--- src/rtl/core_pkg.sv ---
// Shared types and helpers for the ioctl-to-SDRAM download path.
package core_pkg;

  typedef enum logic [1:0] {IDLE, FILL, WRITE, FLUSH} loader_state_t;

  localparam int LOADER_REGION_SHIFT = 20;

  // Low lanes*lbytes bits set; covers SDRAM words up to 8 bytes wide.
  function automatic logic [7:0] be_mask(input int unsigned lanes, input int unsigned lbytes);
    logic [7:0] m;
    m = '0;
    for (int unsigned i = 0; i < 8; i++)
      if (i < lanes * lbytes) m[i] = 1'b1;
    return m;
  endfunction

endpackage

--- src/rtl/word_packer.sv ---
// Packs consecutive ioctl words little-endian into one SDRAM-width word.
module word_packer
  import core_pkg::*;
#(
  parameter int IOCTL_W = 16,
  parameter int DATA_W  = 32,
  parameter int LANE_W  = $clog2(DATA_W / IOCTL_W + 1)
) (
  input  logic                clk_sys,
  input  logic                reset,
  input  logic                restart,
  input  logic                store,
  input  logic                clear,
  input  logic [IOCTL_W-1:0]  din,
  output logic [DATA_W-1:0]   data,
  output logic [LANE_W-1:0]   lane,
  output logic                last,
  output logic [DATA_W/8-1:0] be_part
);

  localparam int WORDS  = DATA_W / IOCTL_W;
  localparam int BPW    = DATA_W / 8;
  localparam int LBYTES = IOCTL_W / 8;

  assign last = (lane == LANE_W'(WORDS - 1));

  // Enables for the lanes filled so far, used when a partial word is flushed.
  always_comb begin
    be_part = BPW'(be_mask(32'(lane), LBYTES));
  end

  always_ff @(posedge clk_sys) begin
    if (reset || restart) begin
      data <= '0;
      lane <= '0;
    end else if (store) begin
      for (int i = 0; i < WORDS; i++)
        if (lane == LANE_W'(i)) data[i*IOCTL_W +: IOCTL_W] <= din;
      lane <= last ? '0 : lane + 1'b1;
    end else if (clear) begin
      data <= '0;
    end
  end

endmodule

--- src/rtl/ioctl_sdram_loader.sv ---
// Host download engine: packs ioctl words and writes them to per-index SDRAM
// regions over the toggle req/ack write port.
module ioctl_sdram_loader
  import core_pkg::*;
#(
  parameter int IOCTL_W      = 16,
  parameter int DATA_W       = 32,
  parameter int ADDR_W       = 25,
  parameter int NUM_IDX      = 2,
  parameter int REGION_SHIFT = LOADER_REGION_SHIFT
) (
  input  logic                clk_sys,
  input  logic                reset,
  input  logic                ioctl_download,
  input  logic [7:0]          ioctl_index,
  input  logic                ioctl_wr,
  input  logic [IOCTL_W-1:0]  ioctl_dout,
  output logic                ioctl_wait,
  output logic [ADDR_W-1:0]   sdram_waddr,
  output logic [DATA_W-1:0]   sdram_din,
  output logic [DATA_W/8-1:0] sdram_be,
  output logic                sdram_we_req,
  input  logic                sdram_we_ack,
  output logic                active,
  output logic                busy,
  output logic                done,
  output logic                overrun,
  output logic [ADDR_W-1:0]   byte_count
);

  localparam int WORDS  = DATA_W / IOCTL_W;
  localparam int BPW    = DATA_W / 8;
  localparam int LBYTES = IOCTL_W / 8;
  localparam int LANE_W = $clog2(WORDS + 1);

  loader_state_t     state, state_d;
  logic              dl_ok, dl_ok_q, rise, fall, ack_ok, pending_end;
  logic              start, store, go_write, go_flush, wr_done, flush_done, finish;
  logic [LANE_W-1:0] lane;
  logic              last;
  logic [BPW-1:0]    be_part;
  logic              unused_idx_hi;

  assign unused_idx_hi = ^ioctl_index[7:6];
  assign dl_ok  = ioctl_download & (int'(ioctl_index[5:0]) < NUM_IDX);
  assign rise   = dl_ok & ~dl_ok_q;
  assign fall   = dl_ok_q & ~dl_ok;
  assign ack_ok = (sdram_we_ack == sdram_we_req);

  word_packer #(.IOCTL_W(IOCTL_W), .DATA_W(DATA_W), .LANE_W(LANE_W)) u_packer (
    .clk_sys (clk_sys),
    .reset   (reset),
    .restart (start),
    .store   (store),
    .clear   (wr_done),
    .din     (ioctl_dout),
    .data    (sdram_din),
    .lane    (lane),
    .last    (last),
    .be_part (be_part)
  );

  always_ff @(posedge clk_sys) begin
    if (reset) state <= IDLE;
    else       state <= state_d;
  end

  // A strobe coinciding with the end of download is stored first; the end is
  // remembered in pending_end and handled on a later FILL cycle.
  always_comb begin
    state_d    = state;
    start      = 1'b0;
    store      = 1'b0;
    go_write   = 1'b0;
    go_flush   = 1'b0;
    wr_done    = 1'b0;
    flush_done = 1'b0;
    finish     = 1'b0;
    case (state)
      IDLE: if (rise) begin
        state_d = FILL;
        start   = 1'b1;
      end
      FILL: if (ioctl_wr) begin
        store = 1'b1;
        if (last) begin
          state_d  = WRITE;
          go_write = 1'b1;
        end
      end else if (fall || pending_end) begin
        if (lane == '0) begin
          state_d = IDLE;
          finish  = 1'b1;
        end else begin
          state_d  = FLUSH;
          go_flush = 1'b1;
        end
      end
      WRITE: if (ack_ok) begin
        state_d = FILL;
        wr_done = 1'b1;
      end
      FLUSH: if (ack_ok) begin
        state_d    = IDLE;
        flush_done = 1'b1;
        finish     = 1'b1;
      end
      default: state_d = IDLE;
    endcase
  end

  always_comb begin
    ioctl_wait = (state == WRITE);
    busy       = (state == WRITE) || (state == FLUSH);
    active     = (state != IDLE);
  end

  always_ff @(posedge clk_sys) begin
    if (reset) begin
      dl_ok_q     <= 1'b0;
      pending_end <= 1'b0;
      done        <= 1'b0;
      overrun     <= 1'b0;
      byte_count  <= '0;
      sdram_be    <= '0;
    end else begin
      dl_ok_q <= dl_ok;
      done    <= finish;
      if (start) begin
        overrun     <= 1'b0;
        byte_count  <= '0;
        pending_end <= 1'b0;
      end else begin
        if (ioctl_wr && ioctl_wait) overrun <= 1'b1;
        if (finish)
          pending_end <= 1'b0;
        else if (fall && (state == FILL || state == WRITE))
          pending_end <= 1'b1;
        if (wr_done)
          byte_count <= byte_count + ADDR_W'(BPW);
        else if (flush_done)
          byte_count <= byte_count + ADDR_W'(lane) * ADDR_W'(LBYTES);
      end
      if (go_write)      sdram_be <= '1;
      else if (go_flush) sdram_be <= be_part;
    end
  end

  // The request toggle survives reset so a late ack from an abandoned write
  // merely brings ack back in line with req.
  always_ff @(posedge clk_sys) begin
    if (!reset && (go_write || go_flush)) sdram_we_req <= ~sdram_we_req;
    if (!reset && start)
      sdram_waddr <= ADDR_W'(64'(ioctl_index[5:0]) << REGION_SHIFT);
    else if (!reset && wr_done)
      sdram_waddr <= sdram_waddr + ADDR_W'(BPW);
  end

endmodule

--- config.mk ---
export PLATFORM = sky130hd
export DESIGN_NAME = ioctl_sdram_loader
export DESIGN_NICKNAME = d
export VERILOG_FILES = /design/src/rtl/core_pkg.sv /design/src/rtl/word_packer.sv /design/src/rtl/ioctl_sdram_loader.sv
export SDC_FILE = /design/constraint.sdc
export NUM_CORES = 1
export LEC_CHECK = 0
export CAP_MARGIN = 20
export CORE_ASPECT_RATIO = 0.7
export CORE_UTILIZATION = 43
export CTS_CLUSTER_SIZE = 20
export DETAILED_ROUTE_END_ITERATION = 8
export GPL_ROUTABILITY_DRIVEN = 0
export PLACE_DENSITY = 0.75
export SKIP_LAST_GASP = 1
export SYNTH_ARGS = -nofsm -noshare
export SYNTH_HDL_FRONTEND = slang
export SYNTH_SLANG_ARGS = --single-unit
--- constraint.sdc ---
create_clock -name clk_sys -period 2.24 [get_ports clk_sys]
set_input_delay 0.448 -clock clk_sys [delete_from_list [all_inputs] [get_ports clk_sys]]
set_output_delay 0.448 -clock clk_sys [all_outputs]
set_load 0.02 [all_outputs]
**Yosys cells after proc, flatten, opt, wreduce, memory -nomap -nowiden**

Index checks and enable logic that the tools add are counted.

- $add $sub $neg: 4
- $lt $le $gt $ge: 5
- Equal/unequal tests: 12
- Mux-type cells: 41
- Bitwise gates (word level): 6
- Reduce and logical (&&, ||, !) cells: 23

Operators by type and width:

| kind | number |
|---|---|
| $mux W25 | 4 |
| $mux W32 | 2 |
| $add A25 B3 Y25 const B | 2 |
| $mux W16 | 2 |
| $add A25 B3 Y25 | 1 |
| $mux W1 | 21 |
| $mux W2 | 8 |
| $reduce_bool A2 Y1 | 5 |
| $mux W4 | 2 |
| $pmux W2 S4 | 1 |
| $lt A1 B3 Y1 const A | 2 |
| $lt A2 B3 Y1 const A | 2 |
| $lt A6 B2 Y1 const B | 1 |
| $ne A2 B1 Y1 const B | 3 |
| $logic_and A1 B1 Y1 | 5 |
| $logic_or A1 B1 Y1 | 5 |
| $reduce_and A5 Y1 | 1 |
| $eq A2 B1 Y1 const B | 2 |
| $eq A2 B2 Y1 const B | 2 |
| $logic_not A2 Y1 | 2 |
| $ne A2 B2 Y1 const B | 2 |
| $reduce_and A2 Y1 | 2 |
| $and A1 B1 Y1 | 3 |
| $ne A3 B2 Y1 const B | 1 |
| 8 further kinds | 10 |

- Register bits: 95
- Output and inout port bits: 92

**Logic depth before layout (Yosys ltp)**

Gate-level depths: netlist (run 1).

- Word-level depth: 10
- Gate-level depth with buffers: 8
- Depth with buffers taken out: 7

**Cells and area by module**

From an unflattened synthesis (run 1), not the netlist that was laid out.

- Cell total of the unflattened synthesis: 500
- Area total of the unflattened synthesis: 4374.2 um^2

By module, submodules not included:

| module | instances | cells an instance | area each (um^2) | seq. area each (um^2) |
|---|---|---|---|---|
| ioctl_sdram_loader | 1 | 339 | 2950.3 | 1221.2 |
| word_packer | 1 | 161 | 1423.9 | 680.7 |

**Worst setup path after synthesis (run 1)**

No wires, ideal clock.

- Path kind: register to register
- Start point: register byte_count[2]
- End point: register byte_count[23]
- Setup time: 0.072 ns
- Arrival time: 2.202 ns
- Required time: 2.168 ns
- Slack: -0.034 ns
- Cell stages (with the launch flop): 6
- Path buffers: 0
- Period minus slack after synthesis: 2.274 ns
- Path through: dfxtp_1 -> inv_1 -> fa_1 -> or3b_2 -> a2111oi_0 -> mux2i_1

- Longest elaborated chain between the ends: 3

RTL lines:

| what | line | RTL |
|---|---|---|
| start: declaration | ioctl_sdram_loader.sv:28 | `output logic [ADDR_W-1:0] byte_count` |
| start signal: assignment | ioctl_sdram_loader.sv:140 | `byte_count <= byte_count + ADDR_W'(BPW);` |
| start signal: assignment | ioctl_sdram_loader.sv:142 | `byte_count <= byte_count + ADDR_W'(lane) * ADDR_W'(LBYTES);` |
| $add A25 B3 Y25 | ioctl_sdram_loader.sv:142 |  |
| $mux W25 | ioctl_sdram_loader.sv:141 | `else if (flush_done)` |
| $mux W25 (*) | ioctl_sdram_loader.sv:139 | `if (wr_done)` |

Every way passes the cells marked *; elsewhere a longest branch is shown, timed or not. The select of a mux whose other input is x is not followed.
A chain may end at the register's enable or synchronous reset.

**Worst setup path in the final report (run 1)**

- Start point: register state[0]
- End point: output ioctl_wait

- Longest elaborated chain between the ends: 1

RTL lines:

| what | line | RTL |
|---|---|---|
| start: declaration | ioctl_sdram_loader.sv:36 | `loader_state_t state, state_d;` |
| start signal: assignment | ioctl_sdram_loader.sv:65 | `else state <= state_d;` |
| $eq A2 B2 Y1 | ioctl_sdram_loader.sv:113 | `ioctl_wait = (state == WRITE);` |
| end: declaration | ioctl_sdram_loader.sv:18 | `output logic ioctl_wait,` |

No other way between the ends.

==> results.py, run 1 <==
metrics = {
    "job": {
        "drv_cap": 0,
    },
    "floorplanning": {
        "initial_core_util": 0.443,
        "die_w_um": 121,
        "fp.dieArea_um2": 10400,
        "io_pins": 121,
        "core_um2": 9680,
        "floorplan.rows": 30,
        "fp.dieH_um": 85.6,
    },
    "sta": {
        "slew_violations": 0,
        "fmax_mhz": 457,
        "hold_viol_final": 0,
        "worst-slew-pin-transition_ns": 0.517,
        "timing.final.crit_share": 0.976,
        "fin_worst_skew_ns": 0.00520,
        "finalCriticalPeriod_ns": 2.19,
        "rsz0062_at_grt": "yes",
        "final.setup.tns_ns": 0,
        "slew_headroom": 0.653,
        "setup_viol": 0,
    },
    "yosys": {
        "async_flop_share": 0,
        "yosysMostFrequentCell": "dfxtp_1",
        "synth_common_cells": "84 x dfxtp_1, 51 x nor2_1, 35 x a21oi_1",
        "synth.yosys.seq_area_share": 0.434,
        "ys_warn_count": 0,
        "synth_edf_count": 6,
        "ys_ff_latch": 90,
        "yosys.cell_types.count": 60,
        "synth_cells": 491,
        "yosysTopAreaCell": "dfxtp_1",
        "synth-main-ff-cell": "dfxtp_1",
        "synth_area_um2": 4290,
        "synth_area_leaders": "dfxtp_1 39%, a22oi_1 5.8%, nor2_1 4.5%",
        "syn_area_per_cell_um2": 8.74,
        "synth_top_area_share": 0.392,
    },
    "global_routing": {
        "grt_pass1_wl_mm": 19.9,
        "grt.total_usage": 0.241,
        "grt_antenna_before_repair": 0,
        "grt-ovfl-total": 0,
        "grt_pass1_vias": 4154,
        "grt_max_degree": 35,
    },
    "clock_tree": {
        "cts_root_buf": "clkbuf_16",
        "htreeDepth": 3,
        "cts_buffers": 9,
        "clockBufferDepth": 2,
        "clock_sinks": 90,
        "cts_tree": "done",
        "clkSlewWorstSetupHoldPaths_ns": 0.06,
        "insertion_delay_ns": 0.34,
    },
    "critical_path": {
        "end_kind": "output port",
        "crit_type": "reg -> out",
        "crit_arrival_ns": 1.74,
        "worstPathRequired_ns": 1.79,
        "crit_fanout": 10,
        "start_kind": "flip-flop",
        "regToRegSetupSlack_ns": 0.09,
    },
    "pwr": {
        "worst_ir_drop_vdd_v": 0.000512,
        "power_density_nw_per_um2": 581,
        "leakage_uw": 0.00219,
    },
    "layout": {
        "nets": 673,
        "drive_gt1_frac": 0.133,
        "fill_cells": 820,
        "n_antenna_cell": 0,
        "syn_to_final_growth_pct": 45.4,
        "multi_input_area_um2": 2290,
        "post-route-util": 0.644,
        "seqCellArea_um2": 1860,
    },
    "detailed_routing": {
        "drc_errors": 0,
        "vias": 4324,
        "drt_iter0_markers": 327,
        "wl_per_cell_um": 16.1,
        "post_drt_via_cell_ratio": 5.63,
        "dr.pass1.iters": 5,
        "drt-total-wl_mm": 12.3,
        "drtAntennaViolNets": 0,
    },
    "place": {
        "dp_hpwl_mm": 8.76,
        "numPortBuffers": 115,
    },
    "hold_path": {
        "hold_class": "reg -> reg",
    },
    "run_status": {
        "outcome": "completed",
    },
}
## cell usage in the layout, fill, tap and decap left out, types with 3 or more instances in the layout
master / count
inv_1: 23
a31oi_1: 4
dfxtp_1: 82
clkbuf_16: 9
and4_1: 8
buf_12: 4
a21oi_1: 34
o21ai_0: 21
and2_1: 3
clkdlybuf4s50_1: 113
and3_1: 3
o31ai_1: 10
o21a_1: 3
edfxtp_1: 6
nor2_1: 51
nor4_1: 9
xor2_1: 4
buf_4: 44
o211ai_1: 3
ha_1: 5
a22oi_1: 33
conb_1: 3
or3_1: 16
nand2_1: 33
nand3_1: 11
ha_4: 3
a211oi_1: 3
nor2b_1: 5
mux2i_1: 8
nor3_1: 3
nand2b_1: 9
clkinv_2: 3
xnor2_1: 5
or4_1: 8
nand4_1: 14
## critical path, cell delays in order, from the launching register on
cell and delay, ns:
dfxtp_1 0.35, inv_1 0.17, ha_4 0.24, clkdlybuf4s50_1 0.65
## power breakdown
part | internal (µW) | switching (µW) | leakage, µW | total [µW]
registers | 1660 | 38.6 | 0.000740 | 1700
logic | 250 | 272 | 0.00132 | 522
clock network | 777 | 629 | 0.000131 | 1410
total | 2680 | 939 | 0.00219 | 3620
## stage by stage
stage                     power, µW  std cells  setup slack, ns  hold slack [ns]  instance area [µm²]
final                          3620        768           0.0527            0.471                 6230
after global routing           3770        768          -0.0114            0.501                 6230
after global placement         2230        752           -0.161            0.454                 5880
after CTS                      3650        768          -0.0526            0.473                 6170
after detailed placement       2240        752           -0.316            0.453                 5880
after floorplan                1990        493           0.0216            0.471                 4300
## cell type report
type	count	area share
Multi-Input combinational cell	348	0.367
Tap cell	128	0.0257
Clock inverter	5	0.00482
Timing Repair Buffer	163	0.251
Sequential cell	90	0.299
Clock buffer	11	0.0389
Inverter	23	0.0138
## logic make-up after synthesis
logic type | synth area share
and+or+nand+nor | 0.234
xor gates and xnor gates | 0.0248
other | 0.000874
DFF | 0.434
buffers and inverters | 0.0569
muxes | 0.0187
AOI/OAI and AO/OA | 0.203
adders and majority gates | 0.0280
## state kept, by name, summed over array words and instances, names as in the netlist
signal / flops
done: 1
sdram_waddr: 23
sdram_be: 2
byte_count: 24
state: 2
u_packer.data: 32
dl_ok_q: 1
overrun: 1
sdram_we_req: 1
pending_end: 1
u_packer.lane: 2
## routing by layer
layer | part of all wire | global-route usage
met1 | 0.44 | 0.305
met3 | 0.085 | 0.0957
met5 | 0 | 0
met2 | 0.46 | 0.378
met4 | 0.011 | 0.0741
## final timing paths
kind	startpoint	end	depth (start not counted)
min reg2reg	overrun$_SDFFE_PP0P_	overrun$_SDFFE_PP0P_	2
max	state[0]$_SDFFE_PP0P_	ioctl_wait	3
max reg2reg	u_packer.lane[0]$_SDFFE_PP0P_	byte_count[23]$_SDFFE_PP0P_	6
min	overrun$_SDFFE_PP0P_	overrun$_SDFFE_PP0P_	2
## what timing repair did
item | CTS | global route
hold buffers | 0 | 0
endpoints found under the setup margin | 3 | 14
endpoints found under the hold margin | 0 | 0
pin swaps | 0 | 6
resized for setup | 4 | 15
cloned | 0 | 0
buffers inserted | 0 | 0
No activity file was read; power rests on OpenSTA's default activity.
==> inputs of run 2 (changes only) <==
--- a/config.mk
+++ b/config.mk
@@ -7,7 +7,7 @@
 export LEC_CHECK = 0
 export CAP_MARGIN = 20
 export CORE_ASPECT_RATIO = 0.7
-export CORE_UTILIZATION = 43
+export CORE_UTILIZATION = 45
 export CTS_CLUSTER_SIZE = 20
 export DETAILED_ROUTE_END_ITERATION = 8
 export GPL_ROUTABILITY_DRIVEN = 0
==> constraint.sdc (replaced) <==
create_clock -name clk_sys -period 2.3 [get_ports clk_sys]
set_input_delay 0.46 -clock clk_sys [delete_from_list [all_inputs] [get_ports clk_sys]]
set_output_delay 0.46 -clock clk_sys [all_outputs]
set_load 0.02 [all_outputs]
==> run 2 against run 1 <==
Against the previous run:
- setup slack better by 0.014 ns
- register-to-register slack worse by 0.02 ns
- clock-buffer cell count unchanged
- critical endpoint is now byte_count[21]$_SDFFE_PP0P_
- largest cell class unchanged
==> results.py, run 2 (synthesis gave the netlist of run 1 again) <==
metrics = {
    "critical_path": {
        "start_kind": "flip-flop",
        "end_kind": "flip-flop",
        "crit_fanout": 3,
        "cp_slowest_cell": "fa_1",
        "path_cells": "ha_1 > inv_1 > fa_1 > nor3b_1 > buf_4 > o2111ai_1 > buf_4 > nor3_1 > mux2i_1",
        "crit_type": "reg -> reg",
        "crit_top_cell": "buf_4",
        "max_stage_delay_ns": 0.41,
        "crit_arrival_ns": 2.50,
        "r2r-end": "byte_count[21]$_SDFFE_PP0P_",
        "worstPathRequired_ns": 2.57,
        "worst_r2r_path_depth": 9,
        "regToRegSetupSlack_ns": 0.07,
        "rr_startpoint": "byte_count[1]$_SDFFE_PP0P_",
    },
    "layout": {
        "drive_gt1_frac": 0.115,
        "final_common_cell": "clkdlybuf4s50_1",
        "largest_reg_flops": 32,
        "largest-register": "u_packer.data",
        "layout_common_cells": "113 x clkdlybuf4s50_1, 84 x dfxtp_1, 51 x nor2_1",
        "syn_to_final_growth_pct": 43.5,
        "n_antenna_cell": 0,
        "final_cells": 760,
        "reg_top3": "u_packer.data: 32 flops, byte_count: 24 flops, sdram_waddr: 23 flops",
        "nets": 669,
    },
    "floorplanning": {
        "fp.dieArea_um2": 9930,
        "die_w_um": 119,
        "io_pins": 121,
        "initial_core_util": 0.469,
        "floorplan.rows": 29,
        "fp.dieH_um": 83.7,
        "core_um2": 9140,
    },
    "job": {
        "drv_cap": 0,
    },
    "sta": {
        "setup_viol": 0,
        "fmax_mhz": 448,
        "slew_violations": 0,
        "timing.final.crit_share": 0.971,
        "hold_viol_final": 0,
        "finalCriticalPeriod_ns": 2.23,
        "fin_worst_skew_ns": 0.00468,
        "final.setup.tns_ns": 0,
    },
    "clock_tree": {
        "post_cts.repair.setup_buffers": 0,
        "insertion_delay_ns": 0.34,
        "cts_buffers": 9,
        "htreeDepth": 3,
        "clockBufferDepth": 2,
        "cts_tree": "done",
        "ctsHoldBuffers": 0,
        "cts_root_buf": "clkbuf_16",
        "clock_sinks": 90,
        "clkSlewWorstSetupHoldPaths_ns": 0.06,
    },
    "detailed_routing": {
        "drt-total-wl_mm": 11.9,
        "drt_iter0_markers": 260,
        "drtAntennaViolNets": 0,
        "post_drt_via_cell_ratio": 5.67,
        "dr.pass1.iters": 5,
        "vias": 4312,
        "wl_per_cell_um": 15.7,
        "drc_errors": 0,
    },
    "pwr": {
        "worst_ir_drop_vdd_v": 0.000491,
        "power.internal_uw": 2710,
        "totalPowerFinal_uw": 3610,
        "p_seq_frac": 0.456,
        "pwr-share-clk": 0.409,
        "power_density_nw_per_um2": 587,
        "power_switching_uw": 898,
        "netSwitchingFraction": 0.249,
        "p_comb_frac": 0.135,
        "leakage_uw": 0.00219,
    },
    "hold_path": {
        "hold_class": "reg -> reg",
        "hold_start": "sdram_be[1]$_SDFFE_PP0P_",
        "min_to": "sdram_be[1]$_SDFFE_PP0P_",
        "min_path_cells": 2,
    },
    "place": {
        "dp_hpwl_mm": 8.56,
        "dp.cells": 744,
        "numPortBuffers": 115,
    },
    "global_routing": {
        "grt_pass1_wl_mm": 19.2,
        "grt-ovfl-total": 0,
        "grt_antenna_before_repair": 0,
        "grt_max_degree": 24,
        "grt.total_usage": 0.241,
        "grt_pass1_vias": 4125,
    },
    "run_status": {
        "outcome": "completed",
    },
}
==> run 2: cell types whose count changed in the layout (fill, tap and decap cells not counted), moves of 2 or more <==
cell	before	now
buf_4	44	40
dfxtp_2	2	0
dfxtp_1	82	84
ha_2	0	2
clkinvlp_4	2	0
ha_4	3	0
==> run 2: repair_timing <==
item,4_1_cts,5_1_grt
resized for setup,3,4
endpoints found under the hold margin,0,0
setup endpoints to repair,2,4
==> run 2: per-stage QoR <==
step	utilization	cell area [µm²]	hold WS, ns	worst slack, ns
after floorplan	-	4300	0.471	0.0263
after global placement	0.639	5840	0.455	-0.0466
after detailed placement	0.639	5840	0.465	-0.0603
after CTS	0.672	6140	0.475	0.0105
after global routing	0.673	6160	0.502	-0.0643
final	0.673	6160	0.475	0.0662
==> run 2: critical path: cells and delay by family, from the launching register on <==
kind / cells / cell delay [ns]
adders and majority gates: 2 / 0.58
and+or+nand+nor: 2 / 0.43
buffers and inverters: 3 / 0.40
DFF: 1 / 0.34
muxes: 1 / 0.22
AOI/OAI and AO/OA: 1 / 0.17
==> run 2: layout make-up <==
type	count	area [µm²]
Clock buffer	11	243
Timing Repair Buffer	159	1530
Sequential cell	90	1860
Inverter	23	86.3
Clock inverter	5	53.8
Multi-Input combinational cell	348	2220
Fill cell	768	2990
Tap cell	124	155
==> run 2: power by group through the flow <==
stage | clock [µW] | combinational (µW) | sequential, µW
after floorplan | 0 | 219 | 1720
after global placement | 0 | 476 | 1680
after detailed placement | 0 | 485 | 1680
after CTS | 1500 | 489 | 1650
after global routing | 1570 | 526 | 1650
final | 1480 | 488 | 1650
==> run 2: metal layers <==
layer | up-vias | global-route usage | wire (µm)
met5 | - | 0 | 0
met4 | 0 | 0.0840 | 153
met3 | 13 | 0.0990 | 1090
met2 | 149 | 0.390 | 5480
met1 | 2062 | 0.287 | 5190
li1 | 2088 | - | -
==> run 2: how the worst max path moves through the flow <==
stage / slack [ns] / start / cells after the start / to
after global placement: -0.05 / ioctl_index[5] / 6 / state[0]$_SDFFE_PP0P_
after global routing: -0.06 / byte_count[1]$_SDFFE_PP0P_ / 9 / byte_count[21]$_SDFFE_PP0P_
after detailed placement: -0.06 / ioctl_index[5] / 6 / state[0]$_SDFFE_PP0P_
final: 0.07 / byte_count[1]$_SDFFE_PP0P_ / 9 / byte_count[21]$_SDFFE_PP0P_
after CTS: 0.01 / state[1]$_SDFFE_PP0P_ / 4 / active
after floorplan: 0.03 / byte_count[2]$_SDFFE_PP0P_ / 5 / byte_count[23]$_SDFFE_PP0P_
==> inputs of run 3 (changes only) <==
--- a/config.mk
+++ b/config.mk
@@ -7,11 +7,11 @@
 export LEC_CHECK = 0
 export CAP_MARGIN = 20
 export CORE_ASPECT_RATIO = 0.7
-export CORE_UTILIZATION = 45
+export CORE_UTILIZATION = 40
 export CTS_CLUSTER_SIZE = 20
 export DETAILED_ROUTE_END_ITERATION = 8
 export GPL_ROUTABILITY_DRIVEN = 0
-export PLACE_DENSITY = 0.75
+export PLACE_DENSITY = 0.68
 export SKIP_LAST_GASP = 1
 export SYNTH_ARGS = -nofsm -noshare
 export SYNTH_HDL_FRONTEND = slang
==> run 3 against run 2 <==
Against the previous run:
- register-to-register slack improved by 0.07 ns
- die area increased by 12%
- setup slack improved by 0.014 ns
- clock skew hardly changed
- routed wire length up 0.55%
- cell count rose by 0.92%
- combinational power fell by 0.8%
- maximum frequency up 0.63%
- sequential share of layout area rose by 0.13 points
- non-clock buffer count down 1
- clock-buffer cell count stayed put
==> results.py, run 3 (synthesis gave the netlist of run 1 again) <==
metrics = {
    "hold_path": {
        "min_path_cells": 2,
        "min_to": "overrun$_SDFFE_PP0P_",
        "hold_start": "overrun$_SDFFE_PP0P_",
        "hold_class": "reg -> reg",
    },
    "critical_path": {
        "regToRegSetupSlack_ns": 0.14,
        "rr_startpoint": "byte_count[1]$_SDFFE_PP0P_",
        "worstPathRequired_ns": 1.84,
        "crit_fanout": 13,
        "crit_arrival_ns": 1.76,
        "r2r-end": "byte_count[23]$_SDFFE_PP0P_",
        "worst_r2r_path_depth": 7,
        "start_kind": "flip-flop",
        "crit_type": "reg -> out",
        "end_kind": "output port",
    },
    "layout": {
        "final_area_um2": 6130,
        "drive_gt1_frac": 0.113,
        "n_antenna_cell": 0,
        "layout_common_cells": "113 x clkdlybuf4s50_1, 84 x dfxtp_1, 51 x nor2_1",
        "nets": 668,
        "final_common_cell": "clkdlybuf4s50_1",
        "largest-register": "u_packer.data",
        "syn_to_final_growth_pct": 42.9,
        "post-route-util": 0.590,
        "largest_reg_flops": 32,
        "reg_top3": "u_packer.data: 32 flops, byte_count: 24 flops, sdram_waddr: 23 flops",
    },
    "global_routing": {
        "grt_pass1_wl_mm": 19.4,
        "grt-ovfl-total": 0,
        "grt_max_degree": 37,
        "grt.total_usage": 0.220,
        "grt_pass1_vias": 3923,
        "grt_antenna_before_repair": 0,
    },
    "sta": {
        "whs_ns": 0.473,
        "timing.final.crit_share": 0.965,
        "fin_worst_skew_ns": 0.00504,
        "rsz0062_at_grt": "no",
        "fin_ws_ns": 0.0803,
        "hold_viol_final": 0,
        "setup_viol": 0,
        "finalCriticalPeriod_ns": 2.22,
        "fmax_mhz": 451,
        "slew_violations": 0,
    },
    "floorplanning": {
        "floorplan.rows": 31,
        "io_pins": 121,
        "fp.dieArea_um2": 11100,
        "die_w_um": 126,
        "core_um2": 10400,
        "initial_core_util": 0.413,
        "fp.dieH_um": 88.6,
    },
    "detailed_routing": {
        "vias": 4226,
        "dr.pass1.iters": 4,
        "post_drt_via_cell_ratio": 5.51,
        "wl_per_cell_um": 15.6,
        "drt-total-wl_mm": 12.0,
        "drt_iter0_markers": 274,
        "drc_errors": 0,
        "drtAntennaViolNets": 0,
    },
    "pwr": {
        "totalPowerFinal_uw": 3510,
        "power_density_nw_per_um2": 573,
        "worst_ir_drop_vdd_v": 0.000409,
        "leakage_uw": 0.00218,
    },
    "job": {
        "drv_cap": 0,
    },
    "clock_tree": {
        "cts_buffers": 9,
        "htreeDepth": 3,
        "clockBufferDepth": 2,
        "insertion_delay_ns": 0.34,
        "clkSlewWorstSetupHoldPaths_ns": 0.06,
        "clock_sinks": 90,
        "cts_root_buf": "clkbuf_16",
        "cts_tree": "done",
    },
    "place": {
        "pre_cts_slack_ns": -0.0685,
        "numPortBuffers": 115,
        "placed_cell_area_um2": 5820,
        "dp_hpwl_mm": 8.68,
    },
    "run_status": {
        "outcome": "completed",
    },
}
==> run 3: worst max path at each step <==
stage | startpoint | to | cells after the start
after floorplan | byte_count[2]$_SDFFE_PP0P_ | byte_count[23]$_SDFFE_PP0P_ | 5
after global placement | ioctl_index[5] | state[0]$_SDFFE_PP0P_ | 6
after detailed placement | ioctl_index[5] | state[0]$_SDFFE_PP0P_ | 6
after CTS | state[1]$_SDFFE_PP0P_ | busy | 4
after global routing | byte_count[1]$_SDFFE_PP0P_ | byte_count[21]$_SDFFE_PP0P_ | 9
final | state[0]$_SDFFE_PP0P_ | ioctl_wait | 3
==> run 3: worst max-delay path, stage by stage, from the launching register on <==
cell             delay (ns)
dfxtp_1                0.35
inv_1                  0.17
ha_4                   0.26
clkdlybuf4s50_1        0.64
==> run 3: area by class of cell <==
| cell class | count | area (µm²) |
|---|---|---|
| Inverter | 23 | 86.3 |
| Tap cell | 132 | 165 |
| Timing Repair Buffer | 158 | 1500 |
| Sequential cell | 90 | 1860 |
| Multi-Input combinational cell | 348 | 2240 |
| Clock inverter | 5 | 28.8 |
| Clock buffer | 11 | 243 |
| Fill cell | 894 | 4270 |
==> run 3: power by group <==
part           leakage [µW]  total, µW  internal, µW  switching, µW
clock              0.000136       1380           757            623
combinational       0.00130        484           226            258
sequential         0.000739       1650          1610           34.4
total               0.00218       3510          2600            916
==> run 3: timing repair <==
action | in CTS | in global routing
pin swaps | 0 | 1
hold buffers | 0 | 0
endpoints found under the setup margin | 3 | 10
buffers inserted | 0 | 0
cloned | 0 | 0
gates resized for setup | 3 | 5
endpoints found under the hold margin | 0 | 0
==> run 3: layer usage <==
metal / part of all wire / vias up / GRT usage / wire length, µm
met5: 0 / - / 0 / 0
met4: 0.012 / 0 / 0.0613 / 149
met2: 0.42 / 126 / 0.344 / 5080
met3: 0.087 / 13 / 0.0889 / 1040
li1: - / 2082 / - / -
met1: 0.48 / 2005 / 0.283 / 5700
==> run 3: stage by stage <==
step | setup TNS [ns] | instances
after floorplan | 0 | 493
after global placement | -0.0650 | 751
after detailed placement | -0.110 | 751
after CTS | -0.0530 | 767
after global routing | 0 | 767
final | 0 | 767
==> patch 1, RTL diff (settings of run 1) <==
Change the parameter `ADDR_W` from 25 to 17.
--- a/src/rtl/ioctl_sdram_loader.sv
+++ b/src/rtl/ioctl_sdram_loader.sv
@@ -6,5 +6,5 @@
   parameter int IOCTL_W      = 16,
   parameter int DATA_W       = 32,
-  parameter int ADDR_W       = 25,
+  parameter int ADDR_W       = 17,
   parameter int NUM_IDX      = 2,
   parameter int REGION_SHIFT = LOADER_REGION_SHIFT
Ports: changed (resized byte_count and sdram_waddr); port bits go from 121 to 105. The function was not compared with the original's and may differ.
==> patch 1 against run 1 <==
Count of clock-buffer cells in the layout is 2 lower. Power is 8.2% lower. Clock skew is 0.0037 ns higher. Worst hold slack better by 0.0017 ns. Non-clock buffer count is 35 lower. Fmax is 2.3% higher. Cell area is 21% lower. Via count is 23% lower. Synthesized area is 20% lower. Routed wire length is 26% lower. Sequential cell count is 16 lower. Worst setup slack better by 0.048 ns. Clock power hardly changed.
==> patch 1: results <==
[clock_network]
cts_made_buffers = 9
holdBufCountCts = 0
insertion_delay_ns = 0.34
htreeDepth = 3
cts_buffer_depth = 2
cts_root_buf = "clkbuf_16"
clkTransAtPathRegs_ns = 0.07
cts_setup_buffers = 0
postCtsResizedCells = 1

[yosys]
seq_area_frac_synth = 0.4370
netlist_instances = 385
synthFlopType = "dfxtp_1"
synth_commonest_cells = "dfxtp_1, nor2_1, a22oi_1"
async_reset_ff_frac = 0
synth_cell_types = 54
ys_top_cells_by_area = "dfxtp_1, a22oi_1, nor2_1, mux2i_1, a21oi_1"
yosys_warnings = 0
synth_edf_count = 1

[global_route]
grt_antenna_before_repair = 0
grt_util_all_layers = 0.2285
grt_pass1_wl_um = 15040
grt_max_degree = 40
grt_pass1_vias = 3139

[final_layout]
finalNetCount = 537
nFillCells = 613
diodes = 0
drive_above_1_share = 0.1111
reg_top3 = "u_packer.data: 32 flops, byte_count: 16 flops, sdram_waddr: 15 flops"

[detailed_routing]
wirelength_um = 9114
vias_per_cell = 5.527
via_count = 3327
initialDrtViolationCount = 132
dr.pass1.iters = 5

[pwr]
ir_worst_vdd_mv = 0.3518
p_leak_uw = 0.001834

[status]
outcome = "finished clean"

[placement]
hpwlAfterDp_um = 6595
dp_cells = 586
io_buffer_count = 98

[critical_path]
path_max_fanout = 4

[hold_path]
hp-class = "flop to flop"

[sta]
fin_worst_skew_ns = 0.008872

[run]
maxCapViolations = 0
-- patch 1: changes by cell type after synthesis, sizes merged, moves of 7 or more --
| cell | before | now |
|---|---|---|
| o21ai | 24 | 8 |
| a21oi | 35 | 21 |
| or3 | 16 | 4 |
| dfxtp | 84 | 73 |
| inv | 23 | 13 |
| nand2 | 33 | 25 |
| mux2i | 8 | 15 |
| nor4 | 9 | 2 |
-- patch 1: layout make-up --
| cell class | instances | area share |
|---|---|---|
| Multi-Input combinational cell | 273 | 0.3581 |
| Sequential cell | 74 | 0.3015 |
| Timing Repair Buffer | 128 | 0.2469 |
| Clock buffer | 9 | 0.04549 |
| Tap cell | 98 | 0.02477 |
| Clock inverter | 7 | 0.01339 |
| Inverter | 13 | 0.009856 |
-- patch 1: worst max-delay path: stages (launching register included) --
cell and delay [ns]:
dfxtp_2 0.37, inv_1 0.07, ha_1 0.25, or2_2 0.33, dlygate4sd2_1 0.34
-- patch 1: layer usage --
metal	track usage	up-vias	wire, um
met4	0.05270	0	86
li1	-	1627	-
met5	0	-	0
met1	0.3076	1565	4212
met2	0.3468	124	4074
met3	0.08298	11	742
-- patch 1: path summary, 6_finish.rpt --
path	endpoint	slack [ns]	depth (start not counted)	from
worst max-delay path	busy	0.10	4	state[0]$_SDFFE_PP0P_
worst min-delay path	byte_count[16]$_SDFFE_PP0P_	0.47	2	byte_count[16]$_SDFFE_PP0P_
worst max register to register	sdram_waddr[15]$_SDFFE_PP0P_	0.23	5	state[1]$_SDFFE_PP0P_
worst min register to register	byte_count[16]$_SDFFE_PP0P_	0.47	2	byte_count[16]$_SDFFE_PP0P_
-- patch 1: power breakdown --
part	leakage [uW]	internal (uW)	switching, uW
registers	0.000599	1370	40.5
logic	0.00109	242	262
clock network	0.000145	781	631
-- patch 1: metrics by stage --
stage	TNS, ns	area, sq um	utilization	worst slack [ns]
after CTS	0	4937	0.6599	0.005269
after detailed placement	-5.701	4647	0.6211	-0.3285
after global placement	-4.293	4647	0.6211	-0.2681
after global routing	0	4951	0.6617	0.03447
final	0	4951	0.6617	0.1008
after floorplan	0	3421	-	0.1843
-- patch 1: cell families (layout without fill, tap and decap cells) --
family,Yosys count,count (layout),synth area share
flip-flops,74,74,0.4370
AO/OA/AOI/OAI,97,97,0.1994
AND/OR/NAND/NOR,140,140,0.2060
buffers and inverters,40,157,0.05425
XOR/XNOR,9,9,0.02310
multiplexers,15,15,0.04399
adder cells (fa/ha/maj),9,9,0.03519
other,1,3,0.001099
==> patch 2, RTL diff (settings of run 1) <==
Made on the original files. Make the reset (`reset`) asynchronous in 2 clocked blocks.
--- a/src/rtl/ioctl_sdram_loader.sv
+++ b/src/rtl/ioctl_sdram_loader.sv
@@ -61,5 +61,5 @@
   );
 
-  always_ff @(posedge clk_sys) begin
+  always_ff @(posedge clk_sys or posedge reset) begin
     if (reset) state <= IDLE;
     else       state <= state_d;
@@ -116,5 +116,5 @@
   end
 
-  always_ff @(posedge clk_sys) begin
+  always_ff @(posedge clk_sys or posedge reset) begin
     if (reset) begin
       dl_ok_q     <= 1'b0;
Function: differs if reset is asserted again (counterexample within 4 cycles, from zero or initial values and one cycle with reset high); with reset held inactive, the same outputs for 4 cycles.
==> patch 2 against run 1 <==
The run now ends with setup timing left. Utilization grew 2.3 points. Sequential cell count is the same. Routed wire length shrank 0.65%. Worst hold slack gained 0.026 ns. Cell count is 4.2% lower. Synthesized area is 1.9% lower. Global-route usage up 0.11 points. Via count decreased by 4.9%. Worst setup slack worse by 0.060 ns. Cell area decreased by 0.70%. Critical path depth up 4. Critical endpoint is now byte_count[8]$_DFFE_PP0P_. Highest routed layer unchanged.
Power is not compared: it rests on default switching activity, and its combinational part moved more than twofold at a synthesized area within 25%.
==> patch 2: results <==
[critical_path]
cp-startpoint = "state[1]$_DFFE_PP0P_"
crit_family = "compound AO/OA/AOI/OAI gates"
worstPathArrival_ns = 2.52
path_max_fanout = 6
cp_slowest_stage_delay_ns = 0.59
reg2reg_depth = 7
crit_slowest_cell = "a2111o_2"
endpoint = "byte_count[8]$_DFFE_PP0P_"

[sta]
fin_hold_ws_ns = 0.4976
finalSetupTns_ns = -0.007100
fin_ws_ns = -0.007100
setup_viol = 1
fin_worst_skew_ns = 0.006017

[clock_network]
clkTransAtPathRegs_ns = 0.06
cts_buffer_depth = 2
cts_root_buf = "clkbuf_16"

[detailed_routing]
wire_per_inst_um = 16.66
vias_per_cell = 5.586
initialDrtViolationCount = 301

[placement]
place_ws_ns = -0.4313
hpwlAfterDp_um = 8334
place_area_sq_mm = 0.005718

[yosys]
seq_area_frac_synth = 0.4805
ys_top_cells_by_area = "dfxtp_1, dfrtp_1, nor2_1, a22oi_1, edfxtp_1"
synth_commonest_cells = "nor2_1, dfxtp_1, nand2_1"
synth_cell_types = 51
async_reset_ff_frac = 0.3556

[global_route]
grt_pass1_vias = 3893
grt_util_all_layers = 0.2424
grt_pass1_wl_um = 19400

[hold_path]
min_from = "u_packer.data[30]$_SDFFE_PP0P_"
min_path_cells = 2
holdPathEnd = "u_packer.data[30]$_SDFFE_PP0P_"

[status]
outcome = "finished, violations left"
violations = "setup timing"

[final_layout]
finalNetCount = 645
drive_above_1_share = 0.1275

[pwr]
ir_worst_vdd_mv = 0.5114
==> patch 2: area by class of cell <==
class                      instances  area, sq um
clock inverter                     5        36.28
timing repair buffer             158         1556
fill                             747         3098
sequential                        90         2022
multi-input combinational        334         2116
tap                              124        155.1
inverter                          14        52.55
clock buffer                      11        252.7
==> patch 2: kinds of logic after synthesis <==
logic type / Yosys count / share of synthesized area
buffers and inverters: 39 / 0.03955
multiplexers: 6 / 0.01427
XOR/XNOR: 35 / 0.07642
AO/OA/AOI/OAI: 86 / 0.1418
AND/OR/NAND/NOR: 194 / 0.2180
flip-flops: 90 / 0.4805
adder cells (fa/ha/maj): 9 / 0.02855
other: 1 / 0.0008912
==> patch 2: repair_timing <==
action	4_1_cts	5_1_grt
gates resized for setup	9	16
gates cloned	0	1
setup buffers	5	4
pin swaps	2	11
setup endpoints to repair	15	33
==> patch 2: per-layer routing <==
| layer | part of all wire | GRT usage | routed length, um | vias to the layer above |
|---|---|---|---|---|
| li1 | - | - | - | 1914 |
| met1 | 0.45 | 0.3269 | 5534 | 2028 |
| met2 | 0.48 | 0.3918 | 5895 | 147 |
| met3 | 0.051 | 0.04891 | 627 | 22 |
| met4 | 0.017 | 0.07632 | 205 | 0 |
| met5 | 0 | 0 | 0 | - |
==> patch 2: worst min-delay path: cells and delay by family, from the launching register on <==
kind	cells	cell delay (ns)
compound gates	1	0.06
flops	1	0.33
simple gates	1	0.07
==> patch 2: per-stage QoR <==
stage          instances  power (uW)
2_1_floorplan        462        3161
3_3_place_gp         710        4040
3_5_place_dp         710        4086
4_1_cts              731        5557
5_1_grt              736        5916
6_report             736        5633
==> patch 2: where the power goes <==
part / switching, uW / internal (uW) / total, uW
sequential: 229 / 1850 / 2080
clock: 637 / 817 / 1450
combinational: 1110 / 993 / 2100
total: 1970 / 3660 / 5630
